--- src/rtl/serial_addsub.sv ---
// Bit-serial adder/subtractor: one full-adder cell with a registered carry, LSB first.
// Accepts operands on start and returns sum, carry-out and signed overflow with a done pulse.
module serial_addsub #(
   parameter int unsigned WIDTH = 8
) (
   input  logic             clk,
   input  logic             rst,
   input  logic             start,
   input  logic             sub,
   input  logic [WIDTH-1:0] a,
   input  logic [WIDTH-1:0] b,
   output logic             busy,
   output logic             done,
   output logic [WIDTH-1:0] sum,
   output logic             carry_out,
   output logic             overflow
);

   localparam int unsigned CW = $clog2(WIDTH) + 1;

   typedef enum logic [1:0] {
      S_IDLE = 2'd0,
      S_RUN  = 2'd1,
      S_DONE = 2'd2
   } state_t;

   state_t           r_state;
   state_t           w_state_nxt;
   logic             w_busy_nxt;
   logic             w_done_nxt;

   logic [WIDTH-1:0] r_sa;
   logic [WIDTH-1:0] r_sb;
   logic [WIDTH-1:0] r_res;
   logic             r_carry;
   logic [CW-1:0]    r_cnt;

   logic             w_s;
   logic             w_cnext;
   logic             w_load;
   logic             w_last;
   logic [WIDTH-1:0] w_res_nxt;

   // Full-adder cell on the current LSBs
   assign w_s     = r_sa[0] ^ r_sb[0] ^ r_carry;
   assign w_cnext = (r_sa[0] & r_sb[0]) | (r_sa[0] & r_carry) | (r_sb[0] & r_carry);

   // A new request is accepted whenever no operation is running (IDLE or DONE)
   assign w_load = start && (r_state != S_RUN);
   assign w_last = (r_state == S_RUN) && (r_cnt == CW'(WIDTH - 1));

   always_comb begin
      w_res_nxt            = r_res >> 1;
      w_res_nxt[WIDTH-1]   = w_s;
   end

   // State register; busy/done are registered alongside it
   always_ff @(posedge clk) begin
      if (rst) begin
         r_state <= S_IDLE;
         busy    <= 1'b0;
         done    <= 1'b0;
      end else begin
         r_state <= w_state_nxt;
         busy    <= w_busy_nxt;
         done    <= w_done_nxt;
      end
   end

   // Next-state logic
   always_comb begin
      w_state_nxt = r_state;
      case (r_state)
         S_IDLE:  if (start) w_state_nxt = S_RUN;
         S_RUN:   if (w_last) w_state_nxt = S_DONE;
         S_DONE:  w_state_nxt = start ? S_RUN : S_IDLE;
         default: w_state_nxt = S_IDLE;
      endcase
   end

   // Output decode of the upcoming state
   always_comb begin
      w_busy_nxt = 1'b0;
      w_done_nxt = 1'b0;
      if (w_state_nxt == S_RUN)  w_busy_nxt = 1'b1;
      if (w_state_nxt == S_DONE) w_done_nxt = 1'b1;
   end

   // Serial datapath; subtraction is A + ~B + 1 with the +1 as the initial carry
   always_ff @(posedge clk) begin
      if (rst) begin
         r_sa      <= '0;
         r_sb      <= '0;
         r_res     <= '0;
         r_carry   <= 1'b0;
         r_cnt     <= '0;
         sum       <= '0;
         carry_out <= 1'b0;
         overflow  <= 1'b0;
      end else if (w_load) begin
         r_sa    <= a;
         r_sb    <= sub ? ~b : b;
         r_carry <= sub;
         r_cnt   <= '0;
      end else if (r_state == S_RUN) begin
         r_sa    <= r_sa >> 1;
         r_sb    <= r_sb >> 1;
         r_res   <= w_res_nxt;
         r_carry <= w_cnext;
         r_cnt   <= r_cnt + CW'(1);
         if (w_last) begin
            sum       <= w_res_nxt;
            carry_out <= w_cnext;
            overflow  <= r_carry ^ w_cnext;
         end
      end
   end

endmodule

--- config.mk ---
export PLATFORM = sky130hd
export DESIGN_NAME = serial_addsub
export DESIGN_NICKNAME = d
export VERILOG_FILES = /design/src/rtl/serial_addsub.sv
export SDC_FILE = /design/constraint.sdc
export NUM_CORES = 1
export LEC_CHECK = 0
export BUFFER_PORTS_ARGS = -buffer_cell sky130_fd_sc_hd__buf_2
export CORE_ASPECT_RATIO = 0.75
export CORE_MARGIN = 2
export CORE_UTILIZATION = 35
export DETAILED_ROUTE_END_ITERATION = 10
export GPL_TIMING_DRIVEN = 0
export PLACE_DENSITY_LB_ADDON = 0.2
export SKIP_CTS_REPAIR_TIMING = 1
export SLEW_MARGIN = 20
export SYNTH_ARGS = -nofsm -noshare
export SYNTH_HDL_FRONTEND = slang
export SYNTH_SLANG_ARGS = --single-unit
--- constraint.sdc ---
create_clock -name clk -period 1.7 [get_ports clk]
set_input_delay 0.51 -clock clk [delete_from_list [all_inputs] [get_ports clk]]
set_output_delay 0.51 -clock clk [all_outputs]
set_load 0.02 [all_outputs]
==> results.tsv, run 1 <==
stage	metric	value	unit
timing	setup_violations	0	
floorplanning	start_util	0.370	
power	sequentialPowerShare	0.508	
power	netSwitchingFraction	0.247	
floorplanning	boundaryPins	32	
setup_path	startpoint_type	register	
global_route	first_global_vias	1446	
logic_synthesis	yosys_warnings	0	
final_layout	antenna_cells	0	
logic_synthesis	syn-mean-instance-area	8.94	sq um
placement	dp_slack	226	ps
final_layout	mostFrequentLayoutCells	42 x dfxtp_1, 34 x buf_2, 26 x a21oi_1	
logic_synthesis	synth.distinct_cells	29	
floorplanning	fp.dieH	66.7	microns
route	via_per_inst	5.08	
setup_path	critPathSlowestCell	dfxtp_1	
route	postRouteAntennaNets	0	
route	num_vias	1529	
setup_path	max_stage_delay	380	ps
outcome	run_status	finished, final reports clean	
final_layout	nets	262	
final_layout	synthToLayoutAreaGrowth	17.8	%
route	wl	4090	microns
logic_synthesis	synth_top_family_by_area	compound AO/OA/AOI/OAI gates	
logic_synthesis	ys.flop_type	dfxtp_1	
setup_path	worstPathMaxFanout	10	
timing	final.min_clock_period	1410	ps
global_route	overflow	0	
placement	place_congestion	0.810	
final_layout	layout-drive-gt1-share	0.220	
logic_synthesis	ys_seq_area_frac	0.459	
logic_synthesis	yosysTopAreaCell	dfxtp_1	
final_layout	fillers	507	
clocking	cts_buffers	5	
power	p_comb_frac	0.133	
logic_synthesis	synthCells	205	
global_route	grt_start_max_net_pins	13	
logic_synthesis	synth_area	1830	sq um
timing	slew-limit-headroom	0.659	
power	powerDensity	963	nW/um^2
clocking	clockRootBuffer	clkbuf_8	
worst_hold_path	worstHoldPathType	reg -> reg	
clocking	clk_pin_slew	80	ps
logic_synthesis	synthTopCellsByArea	dfxtp_1 46%, a21oi_1 7.1%, a211oi_1 4.5%, mux2i_1 4.4%, nand2_1 4.3%	
setup_path	path_class	reg -> reg	
logic_synthesis	ys_ff_latch	42	
global_route	grt_use_total	0.151	
floorplanning	core_region_area	4950	sq um
clocking	cts_tree	yes	
clocking	clk_latency	290	ps
power	p_leak	0.000872	uW
final_layout	layout_commonest_cell	dfxtp_1	
logic_synthesis	synthAdderAreaFrac	0.0178	
logic_synthesis	synth-simple-area-share	0.148	
floorplanning	rows	22	
timing	fin_crit_sh	0.829	
timing	setup_slack	292	ps
setup_path	cp.arrival	1570	ps
route	post_drt_wl_per_cell	13.6	microns
setup_path	path_depth	5	
power	vdd_drop_max	525	uV
worst_hold_path	holdPathStages	2	
power	intPower	1570	uW
floorplanning	dieWidth	87.5	microns
timing	slew_violations	0	
logic_synthesis	synthDominantCellAreaShare	0.459	
logic_synthesis	synth_mux_area_frac	0.0519	
timing	clock.fmax	710	MHz
logic_synthesis	synth_compound_area_frac	0.200	
setup_path	r2r_cells	5	
logic_synthesis	async_reset_ff_frac	0	
timing	setup_tns	0	ps
placement	post-dp-hpwl	2840	microns
setup_path	path_buf_inv	1	
clocking	cts_sinks	42	
route	drc_errors	0	
flow_run	maxCapViolCount	0	
setup_path	cp_top_family	flip-flops	
timing	worst_slew_pin_slew	511	ps
clocking	clk_path_buf_depth	2	
timing	rsz0062_at_grt	no	
setup_path	worstPathRequired	1860	ps
timing	skew	5.18	ps
clocking	htree_num_levels	2	
global_route	grt_pass1_wl	6830	microns
placement	numPortBuffers	28	
setup_path	critPathCaptureType	register	
power	clockPowerShare	0.359	
timing	final-hold-violation-count	0	
logic_synthesis	syn_nets	227	
power	p_sw	513	uW
route	drt_pass1_iterations	4	
global_route	antenna_found_initial	0	
logic_synthesis	synth-edff-count	0	
route	drtIter0Drc	46	
floorplanning	die_area	5830	sq um
logic_synthesis	synth-xor-area-share	0.0430	
setup_path	crit_chain	ha_1 > nand3b_1 > buf_2 > o21ai_0 > a21oi_1	
[worst paths after layout]
| path | start | slack (ps) | to |
|---|---|---|---|
| setup / recovery | r_cnt[0] | 290 | sum[3] |
| hold / removal | r_sb[7] | 450 | r_sb[6] |
| setup reg to reg | r_cnt[0] | 290 | sum[3] |
| hold reg to reg | r_sb[7] | 450 | r_sb[6] |
[routing by layer]
layer | part of all wire | GRT usage
met1 | 0.52 | 0.211
met2 | 0.44 | 0.229
met3 | 0.038 | 0.0372
met4 | 0.0044 | 0.0404
met5 | 0 | 0
[worst min-delay path, delay by kind of cell, from the launching register on]
family           cells  cell delay [ps]
flip-flops           1              310
AO/OA/AOI/OAI        1               50
AND/OR/NAND/NOR      1               50
[synthesized netlist by cell type (2+ instances only)]
master and number:
mux2i_1 8, nand2b_1 2, clkbuf_1 6, nor3_1 3
o21ai_0 8, buf_2 6, nor2_1 19, inv_1 4
buf_4 3, nand3_1 13, xnor2_1 9, dfxtp_1 42
buf_6 5, a21oi_1 26, nand2_1 21, a211o_1 7
a211oi_1 11
[cell type report]
type / instances / area [sq um] / share of cell area
Sequential cell: 42 / 841 / 0.390
Timing Repair Buffer: 28 / 140 / 0.0650
Inverter: 4 / 15.0 / 0.00696
Clock buffer: 8 / 110 / 0.0510
Tap cell: 60 / 75.1 / 0.0348
Multi-Input combinational cell: 139 / 845 / 0.392
Buffer: 20 / 131 / 0.0609
[sequential cells by signal (all words and copies together) (netlist names), 2 cells and up]
name,cells
r_res,7
r_state,2
sum,8
r_sa,8
r_sb,8
r_cnt,4
[cells by family after synthesis]
kind of cell,after synthesis
AO/OA/AOI/OAI,57
XOR/XNOR,9
adder cells (fa/ha/maj),2
buffers and inverters,24
flip-flops,42
multiplexers,9
AND/OR/NAND/NOR,62
[through the flow]
stage / hold WS, ps / util / cells / power (uW) / cell area, sq um
2_1_floorplan: 432 / - / 205 / 1280 / 1830
3_3_place_gp: 443 / 0.413 / 293 / 1360 / 2050
3_5_place_dp: 450 / 0.413 / 293 / 1360 / 2050
4_1_cts: 462 / 0.435 / 301 / 2100 / 2160
5_1_grt: 473 / 0.435 / 301 / 2180 / 2160
6_report: 455 / 0.435 / 301 / 2080 / 2160
[power groups by stage]
| stage | combinational (uW) | clock [uW] | sequential (uW) |
|---|---|---|---|
| after floorplan | 207 | 0 | 1070 |
| after global placement | 279 | 0 | 1080 |
| after detailed placement | 280 | 0 | 1080 |
| after CTS | 281 | 764 | 1050 |
| after global routing | 309 | 815 | 1060 |
| final | 277 | 745 | 1050 |
Power figures use the tool's default switching activity.
==> inputs of run 2 (changes only) <==
- clock period: 1.7 -> 1.45 ns (I/O delays scaled with it)
==> run 2 against run 1 <==
Compared with the run above: core utilization is 0.23 points higher; clock power is 17% higher; die area stayed put; clock-buffer cell count stayed put; critical path depth stayed put; maximum frequency is 4.3% higher; setup slack worse by 190 ps; critical path type unchanged.
==> results.tsv, run 2 (synthesis results as in run 1) <==
stage	metric	value	unit	change
outcome	run_status	finished, final reports clean		
timing	fin_crit_sh	0.931		+0.103
floorplanning	die_area	5830	sq um	unchanged
final_layout	mostFrequentLayoutCells	41 x dfxtp_1, 33 x buf_2, 26 x a21oi_1		
final_layout	nets	262		unchanged
timing	slew_violations	0		unchanged
timing	slew-limit-headroom	0.665		+0.00590
global_route	first_global_vias	1446		unchanged
power	vdd_drop_max	616	uV	+17%
setup_path	reg2reg_from	r_cnt[1]		
setup_path	cp_top_family	flip-flops		
final_layout	final_cells	301		unchanged
route	postRouteAntennaNets	0		unchanged
floorplanning	rows	22		unchanged
floorplanning	start_util	0.370		unchanged
placement	dp_slack	50.8	ps	-175 ps
route	num_vias	1530		+0.065%
clocking	htree_num_levels	2		unchanged
final_layout	antenna_cells	0		unchanged
setup_path	max_stage_delay	360	ps	-20 ps
placement	placed_cells	293		unchanged
timing	setup_tns	0	ps	unchanged
setup_path	worstPathRequired	1660	ps	-200 ps
placement	place_congestion	0.810		unchanged
clocking	clk_path_buf_depth	2		unchanged
timing	setup_slack	99.5	ps	-192 ps
final_layout	synthToLayoutAreaGrowth	18.4	%	
final_layout	top_regs	r_sa (8), r_sb (8), sum (8)		
route	drtIter0Drc	46		unchanged
worst_hold_path	holdPathEnd	r_sa[7]		
setup_path	critPathSlowestCell	dfxtp_1		
setup_path	path_buf_inv	1		unchanged
global_route	antenna_found_initial	0		unchanged
setup_path	r2r_cells	5		unchanged
timing	fin_hold_ws	428	ps	-26.9 ps
timing	setup_violations	0		unchanged
timing	skew	4.65	ps	-0.527 ps
clocking	cts_tree	yes		
timing	final-hold-violation-count	0		unchanged
timing	worst_slew_pin_slew	503	ps	-8.84 ps
power	p_leak	0.000876	uW	+0.45%
floorplanning	boundaryPins	32		unchanged
worst_hold_path	hold_start	a[7]		
timing	clock.fmax	740	MHz	+4.3%
final_layout	layout-drive-gt1-share	0.232		+0.0124
timing	final.min_clock_period	1350	ps	-58.0 ps
floorplanning	core_region_area	4950	sq um	unchanged
clocking	clk_latency	290	ps	about the same
flow_run	maxCapViolCount	0		unchanged
setup_path	critPathCaptureType	register		
clocking	cts_buffers	5		unchanged
worst_hold_path	worstHoldPathType	in -> reg		
floorplanning	fp.dieH	66.7	microns	unchanged
setup_path	worstPathMaxFanout	10		unchanged
setup_path	startpoint_type	register		
placement	numPortBuffers	28		unchanged
global_route	grt_pass1_wl	6830	microns	unchanged
route	via_per_inst	5.08		about the same
setup_path	worstReg2RegEnd	sum[7]		
clocking	cts_sinks	42		unchanged
setup_path	regToRegSetupSlack	100	ps	-190 ps
route	drt_pass1_iterations	4		unchanged
clocking	clockRootBuffer	clkbuf_8		
route	post_drt_wl_per_cell	13.5	microns	-1.0%
global_route	grt_use_total	0.151		unchanged
clocking	clk_pin_slew	80	ps	about the same
global_route	overflow	0		unchanged
power	powerDensity	1120	nW/um^2	+17%
setup_path	cp.arrival	1560	ps	about the same
setup_path	crit_chain	ha_2 > and3b_1 > buf_2 > a21oi_1 > a211oi_1		
final_layout	layout_commonest_cell	dfxtp_1		
timing	rsz0062_at_grt	no		
placement	post-dp-hpwl	2840	microns	unchanged
route	drc_errors	0		unchanged
power	power.total	2440	uW	+17%
floorplanning	dieWidth	87.5	microns	unchanged
route	wl	4050	microns	-1.0%
worst_hold_path	holdPathStages	3		+1
global_route	grt_start_max_net_pins	13		unchanged
setup_path	path_class	reg -> reg		
[run 2: metrics by stage]
stage	instance area (sq um)	util
final	2170	0.438
after global routing	2170	0.438
after CTS	2160	0.435
after detailed placement	2050	0.413
after global placement	2050	0.413
after floorplan	1830	-
[run 2: worst max path at each step]
stage                        start       end  slack [ps]  cells after the start
after floorplan            r_sa[0]  overflow         220                      5
after global placement         rst   r_sa[4]          70                      3
after detailed placement       rst   r_sa[3]          50                      3
after CTS                 r_cnt[0]    sum[3]          50                      5
after global routing      r_cnt[1]    sum[7]           2                      5
final                     r_cnt[1]    sum[7]         100                      5
[run 2: per-layer routing]
layer / vias up / GRT usage / wire, microns
li1: 781 / - / -
met4: 0 / 0.0404 / 29
met2: 25 / 0.229 / 1750
met1: 720 / 0.211 / 2120
met3: 4 / 0.0372 / 153
met5: - / 0 / 0
[run 2: final cells by class]
| class | instances | area (sq um) |
|---|---|---|
| Buffer | 20 | 139 |
| Clock buffer | 8 | 110 |
| Multi-Input combinational cell | 139 | 847 |
| Fill cell | 505 | 2790 |
| Tap cell | 60 | 75.1 |
| Timing Repair Buffer | 28 | 140 |
| Inverter | 4 | 15.0 |
| Sequential cell | 42 | 842 |
[run 2: report_power, final]
part | internal [uW] | total (uW) | switching (uW)
sequential | 1210 | 1240 | 29.5
clock | 481 | 874 | 393
combinational | 148 | 324 | 177
total | 1840 | 2440 | 599
[run 2: worst register-to-register path: cells and delay by family (launching register included)]
kind	cells	cell delay, ps
simple gates	1	160
fa+ha+maj	1	220
flops	1	360
buf+inv	1	230
compound gates	2	300
